<file path="src/rtl/alu_pkg.sv">
// Shared ALU definitions: opcode encodings, datapath widths and the
// command sequencer state encoding.
package alu_pkg;

    localparam int OPND_W = 16;
    localparam int RES_W  = 32;
    localparam int OP_W   = 3;

    localparam logic [OP_W-1:0] OP_ILLEGAL = 3'd0;
    localparam logic [OP_W-1:0] OP_ADD     = 3'd1;
    localparam logic [OP_W-1:0] OP_SUB     = 3'd2;
    localparam logic [OP_W-1:0] OP_MUL     = 3'd3;
    localparam logic [OP_W-1:0] OP_DIV     = 3'd4;
    localparam logic [OP_W-1:0] OP_OR      = 3'd5;
    localparam logic [OP_W-1:0] OP_SHL     = 3'd6;
    localparam logic [OP_W-1:0] OP_XOR     = 3'd7;

    typedef enum logic [1:0] {
        ST_IDLE  = 2'd0,
        ST_ISSUE = 2'd1,
        ST_HOLD  = 2'd2
    } seq_state_e;

endpackage

</file>
<file path="src/rtl/alu_cmd_fifo.sv">
// Synchronous command FIFO with fall-through read data. Flags are registered,
// so an entry or a freed slot becomes visible the cycle after it happens.
module alu_cmd_fifo #(
    parameter int WIDTH = 39,
    parameter int DEPTH = 4
) (
    input  logic             clk,
    input  logic             rst,
    input  logic             push,
    input  logic [WIDTH-1:0] push_data,
    input  logic             pop,
    output logic [WIDTH-1:0] pop_data,
    output logic             empty,
    output logic             not_full
);
    localparam int AW = $clog2(DEPTH);
    localparam logic [AW-1:0] PTR_ONE = AW'(1);
    localparam logic [AW:0]   CNT_ONE = (AW+1)'(1);
    localparam logic [AW:0]   CNT_MAX = (AW+1)'(DEPTH);

    logic [WIDTH-1:0] mem_r [DEPTH];
    logic [AW-1:0]    wr_ptr_r;
    logic [AW-1:0]    rd_ptr_r;
    logic [AW:0]      count_r;
    logic [AW:0]      count_s;
    logic             empty_r;
    logic             not_full_r;
    logic             push_ok_s;
    logic             pop_ok_s;

    assign push_ok_s = push && not_full_r;
    assign pop_ok_s  = pop && !empty_r;
    assign pop_data  = mem_r[rd_ptr_r];
    assign empty     = empty_r;
    assign not_full  = not_full_r;

    // Next occupancy from the qualified push/pop pair.
    always_comb begin
        count_s = count_r;
        if (push_ok_s && !pop_ok_s) begin
            count_s = count_r + CNT_ONE;
        end else if (!push_ok_s && pop_ok_s) begin
            count_s = count_r - CNT_ONE;
        end else begin
            count_s = count_r;
        end
    end

    // Pointers, occupancy and registered flags.
    always_ff @(posedge clk) begin
        if (rst) begin
            wr_ptr_r   <= {AW{1'b0}};
            rd_ptr_r   <= {AW{1'b0}};
            count_r    <= {(AW+1){1'b0}};
            empty_r    <= 1'b1;
            not_full_r <= 1'b0;
        end else begin
            if (push_ok_s) wr_ptr_r <= wr_ptr_r + PTR_ONE;
            if (pop_ok_s)  rd_ptr_r <= rd_ptr_r + PTR_ONE;
            count_r    <= count_s;
            empty_r    <= (count_s == {(AW+1){1'b0}});
            not_full_r <= (count_s != CNT_MAX);
        end
    end

    // Storage array; contents are don't-care until written.
    always_ff @(posedge clk) begin
        if (push_ok_s) mem_r[wr_ptr_r] <= push_data;
    end

endmodule

</file>
<file path="src/rtl/alu_cmd_sequencer.sv">
// Command-side driver for the 16-bit ALU: queues commands, issues them and
// returns tagged results. Define ALU_SEQ_DIV0_CHECK_EN to trap divide-by-zero.
module alu_cmd_sequencer
    import alu_pkg::*;
#(
    parameter int DEPTH = 4,
    parameter int TAG_W = 4
) (
    input  logic              clk,
    input  logic              rst,
    input  logic              cmd_valid,
    output logic              cmd_ready,
    input  logic [OP_W-1:0]   cmd_op,
    input  logic [OPND_W-1:0] cmd_a,
    input  logic [OPND_W-1:0] cmd_b,
    input  logic [TAG_W-1:0]  cmd_tag,
    output logic [OPND_W-1:0] alu_op1,
    output logic [OPND_W-1:0] alu_op2,
    output logic [OP_W-1:0]   alu_sel,
    input  logic [RES_W-1:0]  alu_result,
    output logic              res_valid,
    input  logic              res_ready,
    output logic [RES_W-1:0]  res_data,
    output logic [TAG_W-1:0]  res_tag,
    output logic              res_err
);
    localparam int ENT_W = OP_W + 2*OPND_W + TAG_W;

    seq_state_e        state_r;
    logic [ENT_W-1:0]  ent_s;
    logic [OP_W-1:0]   ent_op_s;
    logic [OPND_W-1:0] ent_a_s;
    logic [OPND_W-1:0] ent_b_s;
    logic [TAG_W-1:0]  ent_tag_s;
    logic              fifo_empty_s;
    logic              pop_req_s;
    logic              pop_ok_s;
    logic              div0_s;
    logic              imm_s;
    logic [RES_W-1:0]  imm_data_s;

    alu_cmd_fifo #(
        .WIDTH (ENT_W),
        .DEPTH (DEPTH)
    ) u_fifo (
        .clk       (clk),
        .rst       (rst),
        .push      (cmd_valid),
        .push_data ({cmd_op, cmd_a, cmd_b, cmd_tag}),
        .pop       (pop_req_s),
        .pop_data  (ent_s),
        .empty     (fifo_empty_s),
        .not_full  (cmd_ready)
    );

    assign {ent_op_s, ent_a_s, ent_b_s, ent_tag_s} = ent_s;

`ifdef ALU_SEQ_DIV0_CHECK_EN
    assign div0_s = (ent_op_s == OP_DIV) && (ent_b_s == {OPND_W{1'b0}});
`else
    assign div0_s = 1'b0;
`endif

    // Commands that never reach the ALU produce their result on the pop edge.
    assign imm_s      = (ent_op_s == OP_ILLEGAL) || div0_s;
    assign imm_data_s = div0_s ? {RES_W{1'b1}} : {RES_W{1'b0}};

    assign pop_req_s = (state_r == ST_IDLE) || ((state_r == ST_HOLD) && res_ready);
    assign pop_ok_s  = pop_req_s && !fifo_empty_s;

    // Sequencer FSM with registered ALU and result outputs.
    always_ff @(posedge clk) begin
        if (rst) begin
            state_r   <= ST_IDLE;
            alu_op1   <= {OPND_W{1'b0}};
            alu_op2   <= {OPND_W{1'b0}};
            alu_sel   <= {OP_W{1'b0}};
            res_valid <= 1'b0;
            res_data  <= {RES_W{1'b0}};
            res_tag   <= {TAG_W{1'b0}};
            res_err   <= 1'b0;
        end else if (pop_ok_s) begin
            // res_valid is either already low or being consumed this edge
            res_tag <= ent_tag_s;
            if (imm_s) begin
                res_data  <= imm_data_s;
                res_err   <= 1'b1;
                res_valid <= 1'b1;
                state_r   <= ST_HOLD;
            end else begin
                alu_op1   <= ent_a_s;
                alu_op2   <= ent_b_s;
                alu_sel   <= ent_op_s;
                res_err   <= 1'b0;
                res_valid <= 1'b0;
                state_r   <= ST_ISSUE;
            end
        end else begin
            case (state_r)
                ST_IDLE: begin
                    state_r <= ST_IDLE;
                end
                ST_ISSUE: begin
                    res_data  <= alu_result;
                    res_valid <= 1'b1;
                    state_r   <= ST_HOLD;
                end
                ST_HOLD: begin
                    if (res_ready) begin
                        res_valid <= 1'b0;
                        state_r   <= ST_IDLE;
                    end else begin
                        state_r   <= ST_HOLD;
                    end
                end
                default: begin
                    res_valid <= 1'b0;
                    state_r   <= ST_IDLE;
                end
            endcase
        end
    end

endmodule
</file>
<file path="config.mk">
export PLATFORM = sky130hd
export DESIGN_NAME = alu_cmd_sequencer
export DESIGN_NICKNAME = d
export VERILOG_FILES = /design/src/rtl/alu_pkg.sv /design/src/rtl/alu_cmd_fifo.sv /design/src/rtl/alu_cmd_sequencer.sv
export SDC_FILE = /design/constraint.sdc
export NUM_CORES = 1
export LEC_CHECK = 0
export CORE_ASPECT_RATIO = 1.75
export CORE_MARGIN = 4
export CORE_UTILIZATION = 45
export DETAILED_ROUTE_END_ITERATION = 6
export GPL_TIMING_DRIVEN = 0
export PLACE_DENSITY = 0.68
export SYNTH_ARGS = -nofsm -noshare
export SYNTH_HDL_FRONTEND = slang
export SYNTH_SLANG_ARGS = --single-unit
</file>
<file path="constraint.sdc">
create_clock -name clk -period 2.5 [get_ports clk]
set_input_delay 0.5 -clock clk [delete_from_list [all_inputs] [get_ports clk]]
set_output_delay 0.5 -clock clk [all_outputs]
set_load 0.005 [all_outputs]
</file>
# Word level (Yosys, flattened, before mapping)
# Memory sizes are Yosys's and may differ from the RTL's. A register that Yosys moved wholly into a read port is not among the register bits.
# Index checks and enable logic that the tools add are counted.
[totals]
ram_bits = 156
mem_count = 1
elab_cells = 58
regBits = 84
out_inout_bits = 74
[op_classes]
n_eq_ne = 6
bitwise = 1
add_sub_neg = 4
mux = 17
n_reduce_logical = 16
[memory_table]
columns = ["name", "depth", "width", "read_ports", "rd_clocked_by_memory_dff", "wr", "line_no", "source"]
rows = [
  ["u_fifo.mem_r", 4, 39, 1, 1, 1, "alu_cmd_fifo.sv:21", "logic [WIDTH-1:0] mem_r [DEPTH];"],
]
[ops]
columns = ["operator", "n"]
rows = [
  ["32-bit 2-to-1 mux", 3],
  ["2-bit 2-to-1 mux", 5],
  ["3-bit logical NOT", 2],
  ["3-bit 2-to-1 mux", 2],
  ["2-bit AND reduction", 3],
  ["1-bit logical AND", 5],
  ["1-bit 2-to-1 mux", 5],
  ["2-bit by 1-bit adder with 2-bit output, second input constant", 2],
  ["2-bit one-hot mux with 2 select lines", 1],
  ["3-bit by 1-bit adder with 3-bit output, second input constant", 1],
  ["1-bit logical NOT", 3],
  ["3-bit by 2-bit != test with 1-bit output, second input constant", 1],
  ["3-bit != test, second input constant", 1],
  ["1-bit one-hot mux with 3 select lines", 1],
  ["3-bit by 1-bit subtractor with 3-bit output, second input constant", 1],
  ["2-bit by 1-bit equality test with 1-bit output, second input constant", 1],
  ["2-bit equality test, second input constant", 1],
  ["2-bit logical NOT", 1],
  ["2-bit by 1-bit != test with 1-bit output, second input constant", 1],
  ["2-bit != test, second input constant", 1],
  ["2-bit nonzero test", 1],
  ["1-bit logical OR", 1],
  ["1-bit NOT", 1],
]

# Logic depth before layout (Yosys ltp)
[logic_depth]
word_depth = 8
ltp_mapped = 9
depth_no_buf = 7

# Modules after synthesis
# A second synthesis with hierarchy kept.
[unflattened]
hier_cells = 683
hier_area_um2 = 10008.3
[modules_own_cells]
columns = ["module", "area_per_inst_um2", "cells_each", "instances"]
rows = [
  ["alu_cmd_fifo", 6185.9, 265, 1],
  ["alu_cmd_sequencer", 3822.4, 418, 1],
]

# Least setup slack after synthesis
# OpenSTA, ideal clock, no wires.
[synth_path]
path_kind = "register to register"
from = "register u_fifo.wr_ptr_r[0]"
to = "memory u_fifo.mem_r[2][0], enable pin"
setup_ns = 0.400
slack_ns = 0.559
t_arrival_ns = 1.541
required_time_ns = 2.100
path_buffers = 0
path_stages_with_launch = 4
path_cell_list = "dfxtp_1 > inv_1 > ha_1 > and3_1"
[synth_rtl]
columns = ["element", "line_no", "source"]
rows = [
  ["start: declaration", "alu_cmd_fifo.sv:22", "logic [AW-1:0] wr_ptr_r;"],
  ["start signal: assignment", "alu_cmd_fifo.sv:52", "wr_ptr_r <= {AW{1'b0}};"],
  ["start signal: assignment", "alu_cmd_fifo.sv:58", "if (push_ok_s) wr_ptr_r <= wr_ptr_r + PTR_ONE;"],
  ["end: declaration", "alu_cmd_fifo.sv:21", ""],
]
# Straight into the memory's write port.

# Worst setup path after layout
[layout_path]
from = "register state_r[0]"
to = "register res_data[19]"
[layout_between]
elab_chain_cells = 6
word_cells_on_any_way = 10
cone_classes = "eq/ne (3); mux (1); reduce/logical (6)"
[layout_lines]
columns = ["element", "line_no", "source"]
rows = [
  ["start: declaration", "alu_cmd_sequencer.sv:29", "seq_state_e state_r;"],
  ["start signal: assignment", "alu_cmd_sequencer.sv:74", "state_r <= ST_IDLE;"],
  ["start signal: assignment", "alu_cmd_sequencer.sv:89", "state_r <= ST_HOLD;"],
  ["start signal: assignment", "alu_cmd_sequencer.sv:96", "state_r <= ST_ISSUE;"],
  ["2-bit equality test", "alu_cmd_sequencer.sv:68", "assign pop_req_s = (state_r == ST_IDLE) || ((state_r == ST_HOLD) && res_ready);"],
  ["1-bit logical AND", "alu_cmd_sequencer.sv:68", ""],
  ["1-bit logical OR", "alu_cmd_sequencer.sv:68", ""],
  ["1-bit logical AND", "alu_cmd_sequencer.sv:69", "assign pop_ok_s = pop_req_s && !fifo_empty_s;"],
  ["2-bit != test (no source line) / 2-bit nonzero test (equally long branches)", "-", ""],
  ["2-bit AND reduction (no source line)", "-", ""],
  ["end signal: assignment", "alu_cmd_sequencer.sv:79", "res_data <= {RES_W{1'b0}};"],
  ["end signal: assignment", "alu_cmd_sequencer.sv:86", "res_data <= imm_data_s;"],
  ["end signal: assignment", "alu_cmd_sequencer.sv:104", "res_data <= alu_result;"],
  ["end: declaration", "alu_cmd_sequencer.sv:23", "output logic [RES_W-1:0] res_data,"],
]
# Several ways; a longest one is shown, not always the timed one.
# A chain may end at the register's enable or synchronous reset.

==> flow_metrics.env <==
export IMPL_area_growth_synth_to_final_pct=29.2
export IMPL_biggest_fanout_along_the_worst_timing_path=10
export IMPL_area_of_the_mapped_netlist_mm2=0.00883
export IMPL_cts_setup_buffers=0
export IMPL_overall_via_count_from_detail_route=5372
export IMPL_drc_errors=0
export IMPL_hold_path_startpoint="res_tag[0]"
export IMPL_port_buffer_count=148
export IMPL_timing_hold_violations_final=0
export IMPL_worst_path_max_stage_delay_ps=420
export IMPL_synth_adder_area_share_pct=1.27
export IMPL_clock_path_buffers=3
export IMPL_setup_worst_path_start_class="register"
export IMPL_worst_ep_arrival_time_ps=2570
export IMPL_clkSinkCount=242
export IMPL_multi_input_comb_area_mm2=0.00223
export IMPL_finalCoreUtilization_pct=59.5
export IMPL_post_synth_and_or_nand_nor_area_fraction_pct=7.58
export IMPL_die_area_mm2=0.0220
export IMPL_pin_count_of_the_biggest_net_entering_global_routing=31
export IMPL_regToRegStartpoint="state_r[0]"
export IMPL_crit_path_start="state_r[0]"
export IMPL_synth_compound_gate_area_share_pct=5.61
export IMPL_post_dp_cell_area_mm2=0.0107
export IMPL_top_level_ports=149
export IMPL_numCtsBuffers=21
export IMPL_criticalPathCategory="reg -> reg"
export IMPL_tightest_slew_ps=688
export IMPL_worstReg2RegEnd="res_data[19]"
export IMPL_layout_filler_cells=1560
export IMPL_timing_slew_headroom_pct=54.1
export IMPL_cp_slowest_cell="sky130_fd_sc_hd__clkbuf_1"
export IMPL_synth_distinct_cells=36
export IMPL_outcome="finished, final reports clean"
export IMPL_post_synth_inst_count=599
export IMPL_gr_total_overflow=0
export IMPL_post_synth_main_area_contributors="sky130_fd_sc_hd__edfxtp_1 53%, sky130_fd_sc_hd__dfxtp_1 19%, sky130_fd_sc_hd__mux4_2 9.7%, sky130_fd_sc_hd__nand2_1 6.1%, sky130_fd_sc_hd__a21oi_1 4.2%"
export IMPL_clock_latency_ps=490
export IMPL_rsz_0062_raised_after_global_routing="false"
export IMPL_synthesis_yosys_warnings=0
export IMPL_post_route_cells_drive_above_1_share_pct=12.4
export IMPL_holdPathEnd="res_tag[0]"
export IMPL_hold_slack_ps=455
export IMPL_power_density_cell_area_mw_per_mm2=1040
export IMPL_critical_path_top_cell_by_count="sky130_fd_sc_hd__nand2_1"
export IMPL_fp_row_count=67
export IMPL_clock_tree_htree_level_count=1
export IMPL_slew_violations=0
export IMPL_fraction_of_synthesized_area_in_multiplexers_pct=10.2
export IMPL_final_period_minus_worst_setup_slack_ps=2150
export IMPL_nNetsFinal=858
export IMPL_vias_per_cell=5.21
export IMPL_synthesized_flop_and_latch_total=242
export IMPL_syn_num_nets=683
export IMPL_maxCapViolCount=0
export IMPL_clkTransAtPathRegs_ps=70
export IMPL_post_route_cell_area_mm2=0.0114
export IMPL_detail_route_iter0_violations=266
export IMPL_wirelength_mm=19.0
export IMPL_routedWlPerCell_um=18.4
export IMPL_finalClockSkew_ps=9.60
export IMPL_hold_depth=2
export IMPL_vdd_ir_drop_worst_mv=0.720
export IMPL_setup_tns_ps=0
export IMPL_finalSetupViolCount=0
export IMPL_timing_critical_path_to_type="register"
export IMPL_grt_antenna_before_repair=1
export IMPL_netlist_top_cell_by_area="sky130_fd_sc_hd__edfxtp_1"
export IMPL_cellLeakagePower_nw=3.79
export IMPL_die_height_um=193
export IMPL_synth_top_family_by_area="multiplexers"
export IMPL_floorplan_die_width_um=114
export IMPL_area_occupied_by_registers_mm2=0.00641
export IMPL_cts_tree="built"
export IMPL_mean_instance_size_in_the_synthesized_netlist_um2=14.7
export IMPL_via_count_of_the_first_global_routing_pass=5745
export IMPL_min_path_type="reg -> reg"
export IMPL_synthXorXnorAreaFrac_pct=0.595
export IMPL_floorplan_core_area_mm2=0.0192
export IMPL_dr_pass1_iters=5
export IMPL_reg2reg_slack_ps=350
export IMPL_clock_fmax_mhz=465
export IMPL_final_min_period_over_clock_period_pct=86.0
export IMPL_hold_buffers=0
export IMPL_start_util_pct=46.0
export IMPL_finalWeightedCongestion=0.796
export IMPL_detailed_place_hpwl_mm=13.2
export IMPL_groute_usage_overall_pct=16.9
export IMPL_postRouteAntennaNets=0
export IMPL_synth_top_cell_area_share_pct=53.0
export IMPL_global_route_wire_length_before_repair_mm=29.6
export IMPL_cts_root_buffer="sky130_fd_sc_hd__clkbuf_16"
export IMPL_reg2reg_depth=9
export IMPL_synth_seq_area_share_pct=72.5
export IMPL_cp_cell_sequence="inv_1, ha_1, a21o_1, nand2b_1, clkbuf_2, nand2_1, clkbuf_1, nand2_1, a21oi_1"
export IMPL_worst_endpoint_required_ps=2920
[state kept, by name, indices dropped and copies added, names as in the netlist, named ones only]
signal,cells
alu_op1,16
res_err,1
state_r,2
u_fifo.wr_ptr_r,2
u_fifo.empty,1
u_fifo.mem_r,156
alu_op2,16
res_data,32
res_tag,4
u_fifo.count_r,3
alu_sel,3
u_fifo.rd_ptr_r,2
res_valid,1
u_fifo.not_full,1
[report_power, final]
group | switching (mW) | internal (mW) | leakage (nW)
clock network | 1.36 | 1.93 | 0.336
registers | 0.321 | 4.92 | 2.12
logic | 1.63 | 1.70 | 1.33
[routing by layer]
| layer | track usage (%) | vias up | part of all wire (%) |
|---|---|---|---|
| li1 | - | 2530 | - |
| met4 | 5.68 | 0 | 3.0 |
| met2 | 32.0 | 178 | 54 |
| met1 | 18.4 | 2629 | 37 |
| met3 | 3.25 | 35 | 6.4 |
| met5 | 0 | - | 0 |
[layout by cell type, fill, tap and decap left out, drive strengths merged, types with 3 or more instances in the layout]
cell / synthesis / final
clkbuf: 15 / 43
xnor2: 4 / 4
nor2: 13 / 13
and3: 4 / 4
dfxtp: 86 / 86
clkdlybuf4s50: 0 / 148
mux2i: 3 / 3
inv: 7 / 8
buf: 17 / 21
a21oi: 75 / 75
bufinv: 0 / 3
mux4: 38 / 38
edfxtp: 156 / 156
clkinv: 0 / 3
clkinvlp: 0 / 3
nand2: 144 / 144
o21ai: 3 / 3
nand3: 3 / 3
ha: 9 / 9
[worst max-delay path: cells and delay by family, from the launching register on]
family | cells | cell delay (ps)
buffers and inverters | 3 | 730
and+or+nand+nor | 3 | 480
AOI/OAI and AO/OA | 2 | 330
DFF | 1 | 320
adders and majority gates | 1 | 210
[timing repair]
| action | in CTS | in global routing |
|---|---|---|
| endpoints found under the setup margin | 0 | 9 |
| resized for setup | 0 | 3 |
| hold endpoints to repair | 0 | 0 |
[Yosys cell counts, drive strengths merged]
cell	instances
nand2	144
edfxtp	156
a21o	2
ha	9
o211ai	1
a221o	1
o22ai	1
a21oi	75
xor2	2
mux2i	3
buf	17
and2	2
xnor2	4
o21a	1
mux4	38
clkbuf	15
a311oi	1
a21boi	1
a221oi	1
dfxtp	86
mux2	1
nor2b	2
nand3	3
inv	7
and3	4
o21ai	3
o31ai	1
a22oi	2
o21bai	1
nor2	13
nand2b	2
[cells by family after synthesis]
group / count (synthesis)
flops: 242
simple gates: 170
compound gates: 91
mux: 42
buf+inv: 39
fa+ha+maj: 9
xor+xnor: 6
[area by class of cell]
cell class	instances	share of cell area, %
Antenna cell	1	0.0219
Buffer	32	1.52
Clock buffer	28	5.01
Clock inverter	10	1.18
Inverter	7	0.230
Multi-Input combinational cell	318	19.6
Sequential cell	242	56.1
Tap cell	241	2.64
Timing Repair Buffer	152	13.7
[per-stage QoR]
| stage | instances | setup WS (ps) | power, mW |
|---|---|---|---|
| 6_report | 1031 | 351 | 11.9 |
| 5_1_grt | 1031 | 106 | 12.5 |
| 4_1_cts | 1030 | 145 | 12.0 |
| 3_5_place_dp | 992 | -208 | 8.71 |
| 3_3_place_gp | 988 | -839 | 8.57 |
| 2_1_floorplan | 599 | 559 | 7.22 |
[how the worst max path moves through the flow]
stage | endpoint | depth (start not counted)
finish | res_data[19] | 9
global route | res_data[14] | 9
CTS | res_data[19] | 9
detailed placement | res_data[19] | 7
global placement | u_fifo.mem_r[2][31] | 2
floorplan | u_fifo.mem_r[2][0] | 3
Power figures use the tool's default switching activity.
